File: config.mk
export PLATFORM = sky130hd
export DESIGN_NAME = kernel_seq
export DESIGN_NICKNAME = d
export VERILOG_FILES = /design/src/rtl/kernel_seq.sv
export SDC_FILE = /design/constraint.sdc
export NUM_CORES = 1
export LEC_CHECK = 0
export CAP_MARGIN = 20
export CORE_MARGIN = 1.5
export CORE_UTILIZATION = 60
export DETAILED_ROUTE_END_ITERATION = 12
export DONT_BUFFER_PORTS = 1
export GPL_ROUTABILITY_DRIVEN = 0
export GPL_TIMING_DRIVEN = 0
export PLACE_DENSITY = 0.74
export SYNTH_ARGS = -nofsm -noshare
export SYNTH_HDL_FRONTEND = slang
export SYNTH_SLANG_ARGS = --single-unit
File: constraint.sdc
create_clock -name clk -period 24.8 [get_ports clk]
set_input_delay 7.44 -clock clk [delete_from_list [all_inputs] [get_ports clk]]
set_output_delay 7.44 -clock clk [all_outputs]
set_load 0.005 [all_outputs]
File: src/rtl/kernel_seq.sv
// kernel_seq: read-side sequencer for the per-group kernel memory.
// Define KERNEL_SEQ_LAST_EN to build the per-pass counter that drives ker_last.
module kernel_seq #(
    parameter int GROUP_NB   = 4,
    parameter int KER_WIDTH  = 16,
    parameter int MEM_AWIDTH = 16,
    parameter int RPT_WIDTH  = 16
) (
    input  logic                          clk,
    input  logic                          rst,
    input  logic [MEM_AWIDTH-1:0]         cfg_start,
    input  logic [MEM_AWIDTH-1:0]         cfg_end,
    input  logic [RPT_WIDTH-1:0]          cfg_repeat,
    input  logic                          cfg_val,
    output logic                          cfg_rdy,
    output logic [MEM_AWIDTH-1:0]         mem_cfg_start,
    output logic [MEM_AWIDTH-1:0]         mem_cfg_end,
    output logic                          mem_cfg_set,
    input  logic [GROUP_NB*KER_WIDTH-1:0] mem_data,
    output logic                          mem_pop,
    output logic [GROUP_NB*KER_WIDTH-1:0] ker_data,
    output logic                          ker_val,
    input  logic                          ker_rdy,
    output logic                          ker_last,
    output logic                          ker_end,
    output logic                          done
);
    localparam int DW = GROUP_NB * KER_WIDTH;
    localparam int TW = MEM_AWIDTH + RPT_WIDTH + 1;

    localparam logic [1:0] IDLE   = 2'd0;
    localparam logic [1:0] LOAD   = 2'd1;
    localparam logic [1:0] STREAM = 2'd2;
    localparam logic [1:0] DRAIN  = 2'd3;

    logic [1:0]            state;
    logic                  cfg_rdy_q;
    logic                  cfg_set_q;
    logic                  done_q;
    logic [MEM_AWIDTH-1:0] start_q;
    logic [MEM_AWIDTH-1:0] end_q;
    logic [RPT_WIDTH-1:0]  rpt_q;
    logic [TW-1:0]         remain;

    // Two-entry output FIFO plus the word whose read is in flight.
    logic [DW-1:0] head_data, tail_data;
    logic          head_last, head_end, tail_last, tail_end;
    logic [1:0]    count;
    logic          fly, fly_last, fly_end;

    logic [MEM_AWIDTH-1:0] diff;
    logic [MEM_AWIDTH:0]   pass_len;
    logic [RPT_WIDTH-1:0]  passes;
    logic [TW-1:0]         total;
    logic [2:0]            credit;
    logic                  out_val, out_last, out_end;
    logic [DW-1:0]         out_data;
    logic                  deq, deq_fifo, push, pop, pop_last, pop_end;

    assign diff     = end_q - start_q;
    assign pass_len = {1'b0, diff} + {{MEM_AWIDTH{1'b0}}, 1'b1};
    assign passes   = (rpt_q == {RPT_WIDTH{1'b0}}) ? {{(RPT_WIDTH-1){1'b0}}, 1'b1} : rpt_q;
    assign total    = TW'(pass_len) * TW'(passes);

    // Output view: FIFO head when stored, otherwise the in-flight word straight from memory.
    always_comb begin
        out_val  = (count != 2'd0) || fly;
        out_data = {DW{1'b0}};
        out_last = 1'b0;
        out_end  = 1'b0;
        if (count != 2'd0) begin
            out_data = head_data;
            out_last = head_last;
            out_end  = head_end;
        end else if (fly) begin
            out_data = mem_data;
            out_last = fly_last;
            out_end  = fly_end;
        end else begin
            out_data = {DW{1'b0}};
        end
    end

    assign deq      = out_val && ker_rdy;
    assign deq_fifo = deq && (count != 2'd0);
    assign push     = fly && !((count == 2'd0) && deq);
    assign credit   = {1'b0, count} + {2'b00, fly} - {2'b00, deq};
    assign pop      = (state == STREAM) && (remain != {TW{1'b0}}) && (credit < 3'd2);
    assign pop_end  = (remain == TW'(1));

`ifdef KERNEL_SEQ_LAST_EN
    logic [MEM_AWIDTH:0] word_cnt;
    assign pop_last = ((word_cnt + {{MEM_AWIDTH{1'b0}}, 1'b1}) == pass_len);

    // Position of the next pop within the current pass.
    always_ff @(posedge clk) begin
        if (rst) begin
            word_cnt <= {(MEM_AWIDTH+1){1'b0}};
        end else if (state == LOAD) begin
            word_cnt <= {(MEM_AWIDTH+1){1'b0}};
        end else if (pop) begin
            word_cnt <= pop_last ? {(MEM_AWIDTH+1){1'b0}} : word_cnt + {{MEM_AWIDTH{1'b0}}, 1'b1};
        end
    end
`else
    assign pop_last = 1'b0;
`endif

    // Job sequencing: accept, program the read window, count pops, finish on the end word.
    always_ff @(posedge clk) begin
        if (rst) begin
            state     <= IDLE;
            cfg_rdy_q <= 1'b1;
            cfg_set_q <= 1'b0;
            done_q    <= 1'b0;
            start_q   <= {MEM_AWIDTH{1'b0}};
            end_q     <= {MEM_AWIDTH{1'b0}};
            rpt_q     <= {RPT_WIDTH{1'b0}};
            remain    <= {TW{1'b0}};
        end else begin
            cfg_set_q <= 1'b0;
            done_q    <= 1'b0;
            case (state)
                IDLE: begin
                    if (cfg_val) begin
                        start_q   <= cfg_start;
                        end_q     <= cfg_end;
                        rpt_q     <= cfg_repeat;
                        cfg_rdy_q <= 1'b0;
                        cfg_set_q <= 1'b1;
                        state     <= LOAD;
                    end
                end
                LOAD: begin
                    remain <= total;
                    state  <= STREAM;
                end
                STREAM: begin
                    if (pop) begin
                        remain <= remain - TW'(1);
                        if (pop_end) begin
                            state <= DRAIN;
                        end
                    end
                end
                DRAIN: begin
                    if (deq && out_end) begin
                        cfg_rdy_q <= 1'b1;
                        done_q    <= 1'b1;
                        state     <= IDLE;
                    end
                end
                default: begin
                    state <= IDLE;
                end
            endcase
        end
    end

    // FIFO storage; a word dequeued while still in flight bypasses storage entirely.
    always_ff @(posedge clk) begin
        if (rst) begin
            count     <= 2'd0;
            fly       <= 1'b0;
            fly_last  <= 1'b0;
            fly_end   <= 1'b0;
            head_data <= {DW{1'b0}};
            tail_data <= {DW{1'b0}};
            head_last <= 1'b0;
            head_end  <= 1'b0;
            tail_last <= 1'b0;
            tail_end  <= 1'b0;
        end else begin
            fly      <= pop;
            fly_last <= pop && pop_last;
            fly_end  <= pop && pop_end;
            case (count)
                2'd0: begin
                    if (push) begin
                        head_data <= mem_data;
                        head_last <= fly_last;
                        head_end  <= fly_end;
                        count     <= 2'd1;
                    end
                end
                2'd1: begin
                    if (push && deq_fifo) begin
                        head_data <= mem_data;
                        head_last <= fly_last;
                        head_end  <= fly_end;
                    end else if (push) begin
                        tail_data <= mem_data;
                        tail_last <= fly_last;
                        tail_end  <= fly_end;
                        count     <= 2'd2;
                    end else if (deq_fifo) begin
                        count <= 2'd0;
                    end
                end
                2'd2: begin
                    if (deq_fifo) begin
                        head_data <= tail_data;
                        head_last <= tail_last;
                        head_end  <= tail_end;
                        if (push) begin
                            tail_data <= mem_data;
                            tail_last <= fly_last;
                            tail_end  <= fly_end;
                        end else begin
                            count <= 2'd1;
                        end
                    end
                end
                default: begin
                    count <= 2'd0;
                end
            endcase
        end
    end

    assign cfg_rdy       = cfg_rdy_q;
    assign mem_cfg_set   = cfg_set_q;
    assign mem_cfg_start = start_q;
    assign mem_cfg_end   = end_q;
    assign done          = done_q;
    assign mem_pop       = pop;
    assign ker_val       = out_val;
    assign ker_data      = out_data;
    assign ker_last      = out_last;
    assign ker_end       = out_end;
endmodule

== Word-level counts from Yosys, hierarchy flattened ==
Index checks and enable logic that the tools add are counted.
W data, S select, Z words.
Operators by class
  $add $sub $neg: 5
  multipliers: 1
  $lt $le $gt $ge: 1
  equality and inequality tests: 16
  mux-type cells: 49
  bitwise operators: 2
  reduce and logical (&&, ||, !) cells: 29
Operators by type and width (count)
  $mux W64: 8
  $pmux W64 S3: 1
  $pmux W64 S2: 1
  $pmux W33 S2: 1
  $eq A33 B1 Y1 const B: 1
  $mul A17 B16 Y33: 1
  $mux W33: 1
  $reduce_bool A33 Y1: 1
  $sub A33 B1 Y33 const B: 1
  $mux W2: 10
  $mux W1: 19
  $ne A2 B2 Y1 const B: 9
  $add A16 B1 Y17 const B: 1
  $logic_not A16 Y1: 1
  $mux W16: 1
  $sub A16 B16 Y16: 1
  $logic_and A1 B1 Y1: 9
  $pmux W2 S4: 1
  $reduce_and A4 Y1: 2
  $reduce_bool A2 Y1: 4
  $eq A2 B2 Y1 const B: 3
  $pmux W1 S2: 3
  $pmux W1 S3: 2
  $pmux W2 S3: 1
  14 further kinds: 20
Word-level totals
  bits in registers: 222
  input port bits: 116
  output and inout bits: 103

== Logic depth before layout (Yosys ltp) ==
  word-level depth: 9
  depth in mapped cells: 34
  depth with buffers taken out: 33

== Worst setup path after synthesis ==
Ideal clock, no wire load.
  path type: input port to output port
  start: input ker_rdy
  end: output mem_pop
  arrival: 9.205 ns
  setup slack: 8.155 ns
  stages on the path: 10
  cells stage by stage: clkbuf_1 -> and2_1 -> ha_1 -> nand2b_1 -> fa_1 -> xnor2_1 -> nand2_1 -> a21oi_1 -> nand2_1 -> inv_1
Between the ends
  cells in the longest elaborated chain, start to end: 4
Ends and longest elaborated chain
  start: declaration: line 23  | input logic ker_rdy,
  $logic_and A1 B1 Y1: line 84  | assign deq = out_val && ker_rdy;
  $sub A3 B1 Y3: line 87  | assign credit = {1'b0, count} + {2'b00, fly} - {2'b00, deq};
  $lt A3 B2 Y1: line 88  | assign pop = (state == STREAM) && (remain != {TW{1'b0}}) && (credit < 3'd2);
  $logic_and A1 B1 Y1: line 88
  end: declaration: line 20  | output logic mem_pop,
Every way passes these cells.

== Worst setup path after layout ==
Ends and elaborated chain as after synthesis.

==> impl_results.md <==
* Status: complete, no violations
* Slew Limit Fails at 0
* Endpoints failing setup at 0
* Cell count after synthesis at 2674
* TritonCTS clock tree: yes
* Fmax achieved at 58.16 MHz
* Initial Util at 61.00%
* Syn nets at 3128
* H-tree lvl count at 1
* DRT antenna net count at 0
* Final net count at 3157
* Main combinational cell family by area after synthesis: adder cells
* Routed WL per cell at 19.94 um
* IO buf count at 0
* RSZ-0062 raised after global routing: false
* Vias in the first global route at 18974
* CP startpoint kind: input port
* Post-CTS setup buffers at 0
* Design area at 0.02259 sq mm
* DIE AREA at 0.03625 sq mm
* DRT Wirelength at 63400 um
* Async S/R FF share, synth at 0%
* Commonest non-fill, non-tap cell in the layout: nand2_1
* Adder-cell area share of the yosys netlist at 27.55%
* Post-CTS resize count at 0
* Hold Buf Count CTS at 0
* Die height at 190.4 um
* Avg Cell Area, Syn at 7.881 sq um
* Most frequent cells in the layout: nand2_1, inv_1, dfxtp_1
* Mapped Area at 0.02107 sq mm
* Synth warn at 0
* Min-delay worst type: flop to flop
* Simple-Gate Fraction of Synth Area at 20.79%
* Number of vias per cell at 6.036
* First-pass GRT wire length at 101000 um
* Post-Place Cell Area at 0.02166 sq mm
* Crit end category: primary output
* Number of antenna violations at the first check in global routing at 0
* DRT Pass-1 Iters at 8
* EDFF count, synth at 0
* # DRC at 0
* Final std cells w/o fill at 3180
* Clk buf depth at 3
* Fin Clk Skew at 0.01090 ns
* Post-synthesis compound-gate area fraction at 15.59%
* Slew @ Worst Pin at 1.067 ns
* Gr usage total at 35.31%
* Clk pin slew, worst setup/hold paths at 0.06 ns
* Inserted Clock Buffers at 26
* CP Max Fanout at 7
* Root Driver: clkbuf_16
* XOR/XNOR Fraction of Synth Area at 1.912%
* Fraction of layout cells with a size suffix above 1 at 3.966%
* Post-DP HPWL at 50320 um
* Max_slew headroom at 28.28%
* Sequential-to-total area share from yosys stat at 20.90%
* Worst EP arrival at 9.75 ns
* Placed insts at 3130
* Max_cap viols at 0
* Vias after detailed routing at 19196
* Iter 0 DRT Violations at 1586
* Setup_tns at 0 ns
* Area Overhead vs Synth at 7.185%
* # rows at 68
* Die Span X at 190.4 um
* Core area at 0.03454 sq mm
* Fillers at 3001
* Yosys cell types at 82
* Period minus WS final at 17.19 ns
* Remaining global-route overflow at 0
* Clock Sinks at 220
* Final hold vios at 0
* Clk_lat worst skew at 0.57 ns
* Largest net degree at the start of global routing at 15
* Worst EP required at 17.36 ns
* Ports at 219
* Flops & latches, synth at 220
* Setup Crit Path Kind: input port to primary output
* Post-synthesis mux area share at 5.083%
* Post-synth top flop: dfxtp_1
* Fin crit share at 69.33%
## synth_stat cells (all sizes together) (30+ instances only)
library cell  count  share of area, %
fa              210                20
a21oi           184               4.5
o21ai           127               3.0
nand2           577                10
dfxtp           220                21
nand3            48               1.1
inv             260               4.6
ha              128               7.6
xnor2            30               1.2
nor2            143               2.5
a211oi           84               3.1
clkbuf          166               3.0
and3             35               1.1
and2             96               2.9
mux2i            80               3.8
## metal layers
layer	vias to the layer above	share of wire [%]	track usage [%]
met1	9147	39	44.87
li1	8857	-	-
met2	986	46	57.62
met4	0	5.2	16.02
met3	206	9.9	7.600
met5	-	0	0
## final timing paths
kind,from,cells past startpoint,to,slack (ns)
min reg2reg,tail_data[40],2,tail_data[40],0.45
max reg2reg,mem_cfg_start[0],30,remain[28],14.60
min,tail_data[40],2,tail_data[40],0.45
max,ker_rdy,10,mem_pop,7.61
## area by class of cell
| class | count | area [sq um] | area share [%] |
|---|---|---|---|
| clock buffers | 30 | 695.7 | 3.080 |
| clock inverters | 18 | 230.2 | 1.019 |
| well taps | 455 | 569.3 | 2.520 |
| plain buffers | 186 | 739.5 | 3.274 |
| multi-input cells | 2007 | 14960 | 66.21 |
| inverters | 261 | 979.7 | 4.337 |
| diodes | 2 | 5.005 | 0.02216 |
| flip-flops and latches | 220 | 4404 | 19.50 |
| repair buffers | 1 | 7.507 | 0.03324 |
## registers in the layout (all words and copies together) (netlist names)
name	count
state	2
fly	1
head_end	1
rpt_q	16
remain	33
head_data	64
mem_cfg_end	16
count	2
mem_cfg_set	1
cfg_rdy	1
mem_cfg_start	16
done	1
tail_data	64
fly_end	1
tail_end	1
## cell families after synthesis
kind of cell,Yosys count
other,1
buffers and inverters,447
adders and majority gates,338
AOI/OAI and AO/OA,528
and+or+nand+nor,992
xor gates and xnor gates,46
DFF,220
muxes,102
## critical path, stage by stage
cell and delay (ns):
clkbuf_1 0.26, and2_1 0.22, ha_1 0.23, nand2b_1 0.15, fa_1 0.40, xnor2_1 0.16
nand2_1 0.13, a21oi_1 0.46, nand2_1 0.18, inv_1 0.13
## per-stage QoR
step | utilization, % | hold slack [ns] | setup WS, ns
6_report | 65.39 | 0.4528 | 7.607
5_1_grt | 65.37 | 0.4689 | 7.447
4_1_cts | 65.37 | 0.4545 | 7.649
3_5_place_dp | 62.69 | 0.4458 | 7.652
3_3_place_gp | 62.65 | 0.4398 | 7.716
2_1_floorplan | - | 0.4357 | 8.155
Power is left out: the tool's default activity adds up to more than one toggle a clock period on the data nets, which glitch-free logic cannot reach.
